**src/rtl/simon_pkg.sv**
```systemverilog
// Shared types for the Simon tone path: colour, arbiter FSM state, owner codes.
// Latency: n/a (types and constants only).
// Backpressure: n/a.
package simon_pkg;

    typedef logic [1:0] color_t;

    typedef enum logic [2:0] {
        ST_IDLE,
        ST_HOLD_SIMON,
        ST_HOLD_PLAYER,
        ST_GAP,
        ST_ALARM
    } arb_state_t;

    localparam logic [1:0] OWN_NONE   = 2'd0;
    localparam logic [1:0] OWN_SIMON  = 2'd1;
    localparam logic [1:0] OWN_PLAYER = 2'd2;
    localparam logic [1:0] OWN_ALARM  = 2'd3;

endpackage

```
**src/rtl/tick_counter.sv**
```systemverilog
// Tick-enabled counter with sync clear and terminal flag (cnt == LIMIT); saturates or wraps to 1.
// Latency: done reflects the registered count.
// Backpressure: none; counts every cycle tick is high.
module tick_counter #(
    parameter int CNT_W = 8,
    parameter int LIMIT = 1,
    parameter bit WRAP  = 1'b0
) (
    input  logic clk,
    input  logic rst_n,
    input  logic clr,
    input  logic tick,
    output logic done
);

    localparam logic [CNT_W-1:0] LIM = CNT_W'(LIMIT);

    logic [CNT_W-1:0] cnt_q;
    logic [CNT_W-1:0] cnt_d;

    // Wrapping restarts at 1 so the wrap tick itself counts toward the next period.
    always_comb begin
        cnt_d = cnt_q;
        if (clr) begin
            cnt_d = '0;
        end else if (tick) begin
            if (cnt_q != LIM) begin
                cnt_d = cnt_q + CNT_W'(1);
            end else if (WRAP) begin
                cnt_d = CNT_W'(1);
            end
        end
    end

    always_ff @(posedge clk or negedge rst_n) begin
        if (!rst_n) begin
            cnt_q <= '0;
        end else begin
            cnt_q <= cnt_d;
        end
    end

    assign done = (cnt_q == LIM);

endmodule

```
**src/rtl/tone_arbiter.sv**
```systemverilog
// Arbitrates the tone/LED path between Simon, player and game-over alarm; alarm pattern when TONE_ARB_ALARM_EN.
// Latency: 1 clk from request (or game_over) to registered outputs.
// Backpressure: none; requests are levels, a losing requester is ignored, not queued.
module tone_arbiter
    import simon_pkg::*;
#(
    parameter int CNT_W      = 8,
    parameter int MIN_HOLD   = 50,
    parameter int GAP        = 20,
    parameter int ALARM_STEP = 125
) (
    input  logic       clk,
    input  logic       reset,
    input  logic       tick,
    input  logic       simon_req,
    input  logic [1:0] simon_num,
    input  logic       player_req,
    input  logic [1:0] player_num,
    input  logic       game_over,
    output logic [1:0] num,
    output logic       pressed,
    output logic [1:0] owner,
    output logic       busy
);

    arb_state_t state_q, state_d;
    color_t     num_q, num_d;
    logic       pressed_q, pressed_d;
    logic [1:0] owner_q, owner_d;
    logic       busy_q, busy_d;

    logic hold_clr, hold_done;
    logic gap_clr, gap_done;

    assign hold_clr = !((state_q == ST_HOLD_SIMON) || (state_q == ST_HOLD_PLAYER));
    assign gap_clr  = (state_q != ST_GAP);

    tick_counter #(.CNT_W(CNT_W), .LIMIT(MIN_HOLD), .WRAP(1'b0)) u_hold_cnt (
        .clk   (clk),
        .rst_n (reset),
        .clr   (hold_clr),
        .tick  (tick),
        .done  (hold_done)
    );

    tick_counter #(.CNT_W(CNT_W), .LIMIT(GAP), .WRAP(1'b0)) u_gap_cnt (
        .clk   (clk),
        .rst_n (reset),
        .clr   (gap_clr),
        .tick  (tick),
        .done  (gap_done)
    );

`ifdef TONE_ARB_ALARM_EN
    color_t alarm_idx_q, alarm_idx_d;
    logic   alarm_clr, alarm_done, alarm_step;

    // Counter is zero on the entry cycle, so the first colour lasts one cycle longer.
    assign alarm_clr  = (state_q != ST_ALARM);
    assign alarm_step = alarm_done && tick;

    tick_counter #(.CNT_W(CNT_W), .LIMIT(ALARM_STEP), .WRAP(1'b1)) u_alarm_cnt (
        .clk   (clk),
        .rst_n (reset),
        .clr   (alarm_clr),
        .tick  (tick),
        .done  (alarm_done)
    );
`endif

    always_ff @(posedge clk or negedge reset) begin
        if (!reset) begin
            state_q   <= ST_IDLE;
            num_q     <= '0;
            pressed_q <= 1'b0;
            owner_q   <= OWN_NONE;
            busy_q    <= 1'b0;
`ifdef TONE_ARB_ALARM_EN
            alarm_idx_q <= '0;
`endif
        end else begin
            state_q   <= state_d;
            num_q     <= num_d;
            pressed_q <= pressed_d;
            owner_q   <= owner_d;
            busy_q    <= busy_d;
`ifdef TONE_ARB_ALARM_EN
            alarm_idx_q <= alarm_idx_d;
`endif
        end
    end

    always_comb begin
        state_d = state_q;
        if (game_over) begin
            state_d = ST_ALARM;
        end else begin
            case (state_q)
                ST_IDLE: begin
                    if (simon_req) begin
                        state_d = ST_HOLD_SIMON;
                    end else if (player_req) begin
                        state_d = ST_HOLD_PLAYER;
                    end
                end
                ST_HOLD_SIMON:  if (hold_done && !simon_req)  state_d = ST_GAP;
                ST_HOLD_PLAYER: if (hold_done && !player_req) state_d = ST_GAP;
                ST_GAP:         if (gap_done)                 state_d = ST_IDLE;
                ST_ALARM:       state_d = ST_GAP;
                default:        state_d = ST_IDLE;
            endcase
        end
    end

    // Outputs are decoded from the next state so they register on the same edge as the transition.
    always_comb begin
        num_d     = num_q;
        pressed_d = 1'b0;
        owner_d   = OWN_NONE;
        busy_d    = (state_d != ST_IDLE);
`ifdef TONE_ARB_ALARM_EN
        alarm_idx_d = alarm_idx_q;
`endif
        case (state_d)
            ST_HOLD_SIMON: begin
                pressed_d = 1'b1;
                owner_d   = OWN_SIMON;
                if (state_q == ST_IDLE) num_d = simon_num;
            end
            ST_HOLD_PLAYER: begin
                pressed_d = 1'b1;
                owner_d   = OWN_PLAYER;
                if (state_q == ST_IDLE) num_d = player_num;
            end
            ST_ALARM: begin
                pressed_d = 1'b1;
                owner_d   = OWN_ALARM;
`ifdef TONE_ARB_ALARM_EN
                if (state_q != ST_ALARM) begin
                    alarm_idx_d = 2'd3;
                end else if (alarm_step) begin
                    alarm_idx_d = alarm_idx_q - 2'd1;
                end
                num_d = alarm_idx_d;
`else
                num_d = '0;
`endif
            end
            default: begin
            end
        endcase
    end

    assign num     = num_q;
    assign pressed = pressed_q;
    assign owner   = owner_q;
    assign busy    = busy_q;

endmodule

```
**config.mk**
```make
export PLATFORM = sky130hd
export DESIGN_NAME = tone_arbiter
export DESIGN_NICKNAME = d
export VERILOG_FILES = /design/src/rtl/simon_pkg.sv /design/src/rtl/tick_counter.sv /design/src/rtl/tone_arbiter.sv
export SDC_FILE = /design/constraint.sdc
export NUM_CORES = 1
export LEC_CHECK = 0
export ABC_CLOCK_PERIOD_IN_PS = 2700
export CAP_MARGIN = 20
export CORE_ASPECT_RATIO = 0.7
export CORE_MARGIN = 1.5
export CORE_UTILIZATION = 40
export DETAILED_ROUTE_END_ITERATION = 12
export PLACE_DENSITY = 0.62
export SYNTH_ARGS = -nofsm -noshare
export SYNTH_HDL_FRONTEND = slang
export SYNTH_SLANG_ARGS = --single-unit
export TNS_END_PERCENT = 5
```
**constraint.sdc**
```tcl
create_clock -name clk -period 2.7 [get_ports clk]
set_clock_uncertainty 0.15 [all_clocks]
set_input_delay 0.81 -clock clk [delete_from_list [all_inputs] [get_ports clk]]
set_output_delay 0.81 -clock clk [all_outputs]
set_load 0.1 [all_outputs]
```
### Word-level counts from Yosys, hierarchy flattened

Cells that the tools add are included.

* memories kept: 0
* bits in registers: 25
* memory bits (read-only): 0
* logic and storage cells: 57
* memory bits (writable): 0
* output and inout bits: 6
* latch bits: 0

* shift-type cells: 0
* bitwise logic cells: 0
* divide/modulo/power cells: 0
* muxes and demuxes: 18
* reduce and logical (&&, ||, !) cells: 14
* equal/unequal tests: 16
* add/subtract/negate cells: 2
* $mul: 0
* magnitude comparators: 0

Operators by type and width (count)
* 8-bit 2-to-1 mux: 6
* 3-bit 2-to-1 mux: 6
* 8-bit by 1-bit adder with 8-bit output, second input constant: 2
* 3-bit one-hot mux with 5 select lines: 1
* 2-bit one-hot mux with 3 select lines: 2
* 3-bit by 2-bit == test with 1-bit output, second input constant: 3
* 8-bit by 5-bit == test with 1-bit output, second input constant: 1
* 8-bit by 6-bit == test with 1-bit output, second input constant: 1
* 8-bit by 5-bit inequality test with 1-bit output, second input constant: 1
* 8-bit by 6-bit inequality test with 1-bit output, second input constant: 1
* 3-bit by 1-bit == test with 1-bit output, second input constant: 2
* 3-bit == test, second input constant: 2
* 2-bit inequality test, second input constant: 3
* 3-bit nonzero test: 2
* 2-bit 2-to-1 mux: 2
* 2-bit AND reduction: 2
* 2-bit nonzero test: 2
* 3-bit zero test: 1
* 3-bit by 2-bit inequality test with 1-bit output, second input constant: 1
* 3-bit AND reduction: 1
* 3-bit OR reduction: 1
* 1-bit logical AND: 2
* 1-bit zero test: 2
* 2-bit by 1-bit inequality test with 1-bit output, second input constant: 1
* other kinds (2): 2

### Depth between registers and ports, before layout

* word-level depth: 8
* mapped depth: 7

### Modules after synthesis

Synthesis repeated with hierarchy kept, for this count alone.

* cells, all modules: 141
* area, all modules: 1412.6 um^2

Modules (own cells, without submodules)
* tone_arbiter: cells each 47, times used 1, seq. area each 225.2 um^2, area each 504.2 um^2
* tick_counter at u_gap_cnt: cells each 49, times used 1, seq. area each 200.2 um^2, area each 465.4 um^2
* tick_counter at u_hold_cnt: cells each 45, times used 1, seq. area each 200.2 um^2, area each 442.9 um^2

### Worst setup path after synthesis

No wires, ideal clock.

* path kind: input port to flip-flop
* from: input port simon_req
* to: register num_q[0] (netlist: num[0])
* data required time: 2411 ps
* cell stages on the path: 5
* arrival: 1859 ps
* path slack: 552 ps
* cell sequence: or3b_4 -> a21oi_4 -> nor4_2 -> a2111oi_0 -> a31oi_1

* cells in the longest elaborated chain, start to end: 8
* elaborated cells between the ends (all ways): 14
* those cells by class: 5 x eq/ne; 5 x mux; 4 x reduce/logical

RTL lines
* from (decl): RTL line tone_arbiter.sv:15 `input logic simon_req,`
* 1-bit zero test: RTL line tone_arbiter.sv:106 `ST_HOLD_SIMON: if (hold_done && !simon_req) state_d = ST_GAP;`
* 1-bit logical AND: RTL line tone_arbiter.sv:106
* 3-bit 2-to-1 mux: RTL line tone_arbiter.sv:106
* 3-bit one-hot mux with 5 select lines *: RTL line tone_arbiter.sv:98 `case (state_q)`
* 3-bit 2-to-1 mux *: RTL line tone_arbiter.sv:95 `if (game_over) begin`
* 3-bit by 1-bit == test with 1-bit output (tied with other cells): RTL line tone_arbiter.sv:124 `case (state_d)`
* 2-bit inequality test (no line) / 3-bit nonzero test (equally long branches)
* 3-bit AND reduction (no line)
* to (signal assigned): RTL line tone_arbiter.sv:83 `num_q <= num_d;`
* to (decl): RTL line tone_arbiter.sv:27 `color_t num_q, num_d;`

Mark *: on every way between the ends. The rest lies on a longest branch, timed or not.
A chain may end at the register's enable or synchronous reset.

### Final worst setup path

* from: input port player_req
* to: register num_q[1] (netlist: num[1])

* cells in the longest elaborated chain, start to end: 8
* elaborated cells between the ends (all ways): 15
* those cells by class: 5 x eq/ne; 6 x mux; 4 x reduce/logical

RTL lines
* from (decl): RTL line tone_arbiter.sv:17 `input logic player_req,`
* 1-bit zero test: RTL line tone_arbiter.sv:107 `ST_HOLD_PLAYER: if (hold_done && !player_req) state_d = ST_GAP;`
* 1-bit logical AND: RTL line tone_arbiter.sv:107
* 3-bit 2-to-1 mux: RTL line tone_arbiter.sv:107
* 3-bit one-hot mux with 5 select lines *: RTL line tone_arbiter.sv:98
* 3-bit 2-to-1 mux *: RTL line tone_arbiter.sv:95
* 3-bit by 1-bit == test with 1-bit output (tied with other cells): RTL line tone_arbiter.sv:124
* 2-bit inequality test (no line) / 3-bit nonzero test (equally long branches)
* 3-bit AND reduction (no line)

Marked as above.

==> results.md <==
- The final cell utilization of the core is about half.
- For flop-to-flop paths, the worst setup slack is between 0.5 and 0.6 ns.
- The number of vias per cell is 5.18.
- For this configuration, the core starts out at a cell density of 43.2%.
- The shortest period the worst path allows is 2.41 ns.
- The count of pins over their slew limit is 0.
- The cell area after technology mapping is 1410 um^2.
- The worst pin sits at a relative slew slack of roughly three quarters.
- Measured along the x axis, the die boundary spans about 74 um.
- The hold buffer count at CTS is 0.
- The depth of the worst register-to-register path is 7.
- The die outline height is between 50 and 60 um.
- The number of global-route vias before repair is a little under 1000.
- The clock buffer count from CTS is 3.
- Of all flip-flops after synthesis, the portion carrying an async set or reset was 100%.
- The reg-to-reg critical path endpoint is num[1].
- The number of flops mapped to enable cells by yosys is 0.
- The portion of the post-synthesis area used by sequential elements is 44.5%.
- The total number of nets in the final design is 171.
- The hold violation total from the final report came to 0.
- After detailed routing, the number of remaining DRC violations is 0.
- The first global-routing pass estimated 4.48 mm of wire.
- Entering global routing, the biggest net connects 26 pins.
- The clock slew seen by the registers of the worst setup and hold paths is roughly 0.09 ns.
- The worst hold path endpoint is u_gap_cnt.cnt_q[7].
- The worst path uses 89.3% of the clock period.
- The tree built by TritonCTS fans out to 25 sinks.
- The placement row count is 17.
- By area the synthesized netlist is led by sky130_fd_sc_hd__dfrtp_1 (44%), sky130_fd_sc_hd__xor2_1 (4.4%), sky130_fd_sc_hd__nor2_1 (4.3%).
- Setup repair after global routing left no endpoint under its margin.
- The leading area contributor after synthesis is sky130_fd_sc_hd__dfrtp_1.
- The post-route netlist has about 17% of its cells at a drive strength greater than 1.
- The flip-flop and latch count after synthesis is 25.
- In this run the worst path has a maximum fanout of 3.
- The post-DP HPWL is 1.96 mm.
- The standby leakage power is between 0.6 and 0.7 nW.
- The slew of the pin with the lowest slew margin is 0.345 ns.
- The startpoint-to-endpoint class of the critical path is input pin to flop.
- The count of input and output buffers is 15.
- The longest clock path from root to sink contains 2 buffers.
- After detailed routing, the average wire length per cell comes to between 10 and 15 um.
- The area added between synthesis and finish is 17.3%.
- Ranked by instance count, the synthesized netlist is headed by sky130_fd_sc_hd__dfrtp_1 (25), sky130_fd_sc_hd__nor2_1 (16), sky130_fd_sc_hd__nand2_1 (9).
- The kind of end point of the critical path is a flop.
- The remaining global-route overflow is 0.
- Clock tree synthesis selected as its root buffer the cell sky130_fd_sc_hd__clkbuf_8.
- The synthesized instance count is 137.
- The total area inside the core boundary comes to around 3300 um^2.
- The violation count after the first detailed-routing iteration is 49.
- In this run the count of I/O pins placed on the die edge is 16.
- Based on the critical path, the design can be clocked at up to 415 MHz.
- The setup violation total in the final timing report is 0.
- The worst hold path begins at u_gap_cnt.cnt_q[7].
- The final RePlAce weighted congestion is 0.796.
- In this run the critical register-to-register path is launched from u_gap_cnt.cnt_q[0].
- The nature of the critical path startpoint is an input pin.
- The number of gates resized after CTS was 0.
- Across all layers, the routed design uses between 1000 and 1500 vias.
- The max capacitance violation total is 0.
- Post-CTS timing repair inserted 0 buffers for setup.
- The path category of the worst min-delay check is flop to flop.
- The number of iterations in the first detailed-routing pass is 4.
- The number of nets with antenna violations after routing is 0.
- Data on the critical path is required at its endpoint by around 2.7 ns.
- The TritonCTS clock tree is done.
- The hold-critical path depth is 2.
- The number of antenna diodes in the final layout is 0.
- The proportion of netlist area held by the largest area contributor is between 40% and 50%.
- The run finished with clean final reports.
- The number of antenna violations at the first check in global routing was 0.
- The number of levels in the clock H-tree is 1.
- The die area is 3890 um^2.
- At the later pin of the worst-skew pair, clock insertion delay measures between 0.2 and 0.3 ns.
- The sum of negative setup slack is 0 ns.
- Yosys instantiated no cell more often than sky130_fd_sc_hd__dfrtp_1.
- The most common flop cell mapped by yosys is sky130_fd_sc_hd__dfrtp_1.
- The synthesized netlist net count is 151.
- Power comes to about 0.86 mW.
- For this design the ratio of total power to cell area is roughly 520 nW/um^2.
- The yosys synthesis warning count is 0.
- In this run, distinct cell masters in the synthesized netlist total 43.
- The average cell area after synthesis is 10.3 um^2.
- The global-route total usage across every layer is 15.3%.
- The arrival time of data at the critical path endpoint is 2.41 ns.
- VDD sags by at most ~0.00027 V.
- The total wire length is 2.64 mm.
## registers in the layout, summed over array words and instances, names as in the netlist
name / count
state_q: 3
u_hold_cnt.cnt_q: 8
pressed: 1
u_gap_cnt.cnt_q: 8
num: 2
busy: 1
owner: 2
## how the worst max path moves through the flow
stage	from	endpoint	slack, ns	cells after the start
after floorplan	simon_req	num[0]	0.55	5
after global routing	player_req	num[0]	0.22	6
after detailed placement	player_req	num[0]	0.01	6
after CTS	player_req	num[0]	0.30	6
after global placement	player_req	num[1]	0.02	6
final	player_req	num[1]	0.29	7
## final cells by class
class / instances / area (um^2)
Fill cell: 288 / 1610
Multi-Input combinational cell: 100 / 721
Sequential cell: 25 / 626
Timing Repair Buffer: 20 / 173
Tap cell: 47 / 58.8
Clock buffer: 4 / 45.0
Inverter: 7 / 26.3
## cells by family after synthesis
family,Yosys count,synth area share [%]
AO/OA/AOI/OAI,26,16.0
buffers and inverters,12,4.27
multiplexers,1,0.712
XOR/XNOR,10,6.23
adder cells (fa/ha/maj),4,3.56
AND/OR/NAND/NOR,59,24.7
flip-flops,25,44.5
## power breakdown
part           internal, mW  leakage (nW)  switching, mW
combinational        0.0735         0.344          0.153
sequential            0.392         0.327         0.0181
clock                 0.105        0.0228          0.116
total                 0.571         0.693          0.288
## layer usage
layer	vias to the layer above	routed length (um)	track usage, %
met5	-	0	0
met4	0	14	4.32
met3	2	101	4.62
met2	12	1140	23.0
met1	507	1390	21.3
li1	531	-	-
## metrics by stage
stage               setup WS (ns)  std cells  hold WS (ns)  cell area (um^2)
floorplan                   0.552        137         0.347              1410
global placement           0.0162        199         0.383              1600
detailed placement         0.0116        199         0.379              1600
CTS                         0.304        203         0.403              1650
global route                0.218        203         0.455              1650
finish                      0.290        203         0.397              1650
## worst max-delay path, stage by stage
cell and delay, ns:
sky130_fd_sc_hd__clkdlybuf4s50_1 0.47, sky130_fd_sc_hd__or3b_4 0.41, sky130_fd_sc_hd__a21oi_4 0.17, sky130_fd_sc_hd__buf_4 0.13, sky130_fd_sc_hd__and3b_1 0.21, sky130_fd_sc_hd__a211o_1 0.14, sky130_fd_sc_hd__a31oi_1 0.08
## cells in the final DEF (no fill, tap or decap), types with 3 or more instances in the layout
cell type | netlist | final
sky130_fd_sc_hd__nor2_1 | 16 | 16
sky130_fd_sc_hd__o21ai_0 | 3 | 3
sky130_fd_sc_hd__ha_1 | 4 | 4
sky130_fd_sc_hd__inv_1 | 7 | 7
sky130_fd_sc_hd__xnor2_1 | 3 | 3
sky130_fd_sc_hd__clkbuf_8 | 0 | 3
sky130_fd_sc_hd__and3_1 | 5 | 5
sky130_fd_sc_hd__dfrtp_1 | 25 | 25
sky130_fd_sc_hd__a21oi_1 | 4 | 4
sky130_fd_sc_hd__xor2_1 | 7 | 7
sky130_fd_sc_hd__a211o_1 | 3 | 3
sky130_fd_sc_hd__nand4_1 | 6 | 6
sky130_fd_sc_hd__nand2_1 | 9 | 9
sky130_fd_sc_hd__buf_4 | 2 | 11
sky130_fd_sc_hd__clkdlybuf4s50_1 | 0 | 9
sky130_fd_sc_hd__nand3_1 | 4 | 4
sky130_fd_sc_hd__or3_1 | 4 | 4
(Power assumes the default switching activity.)
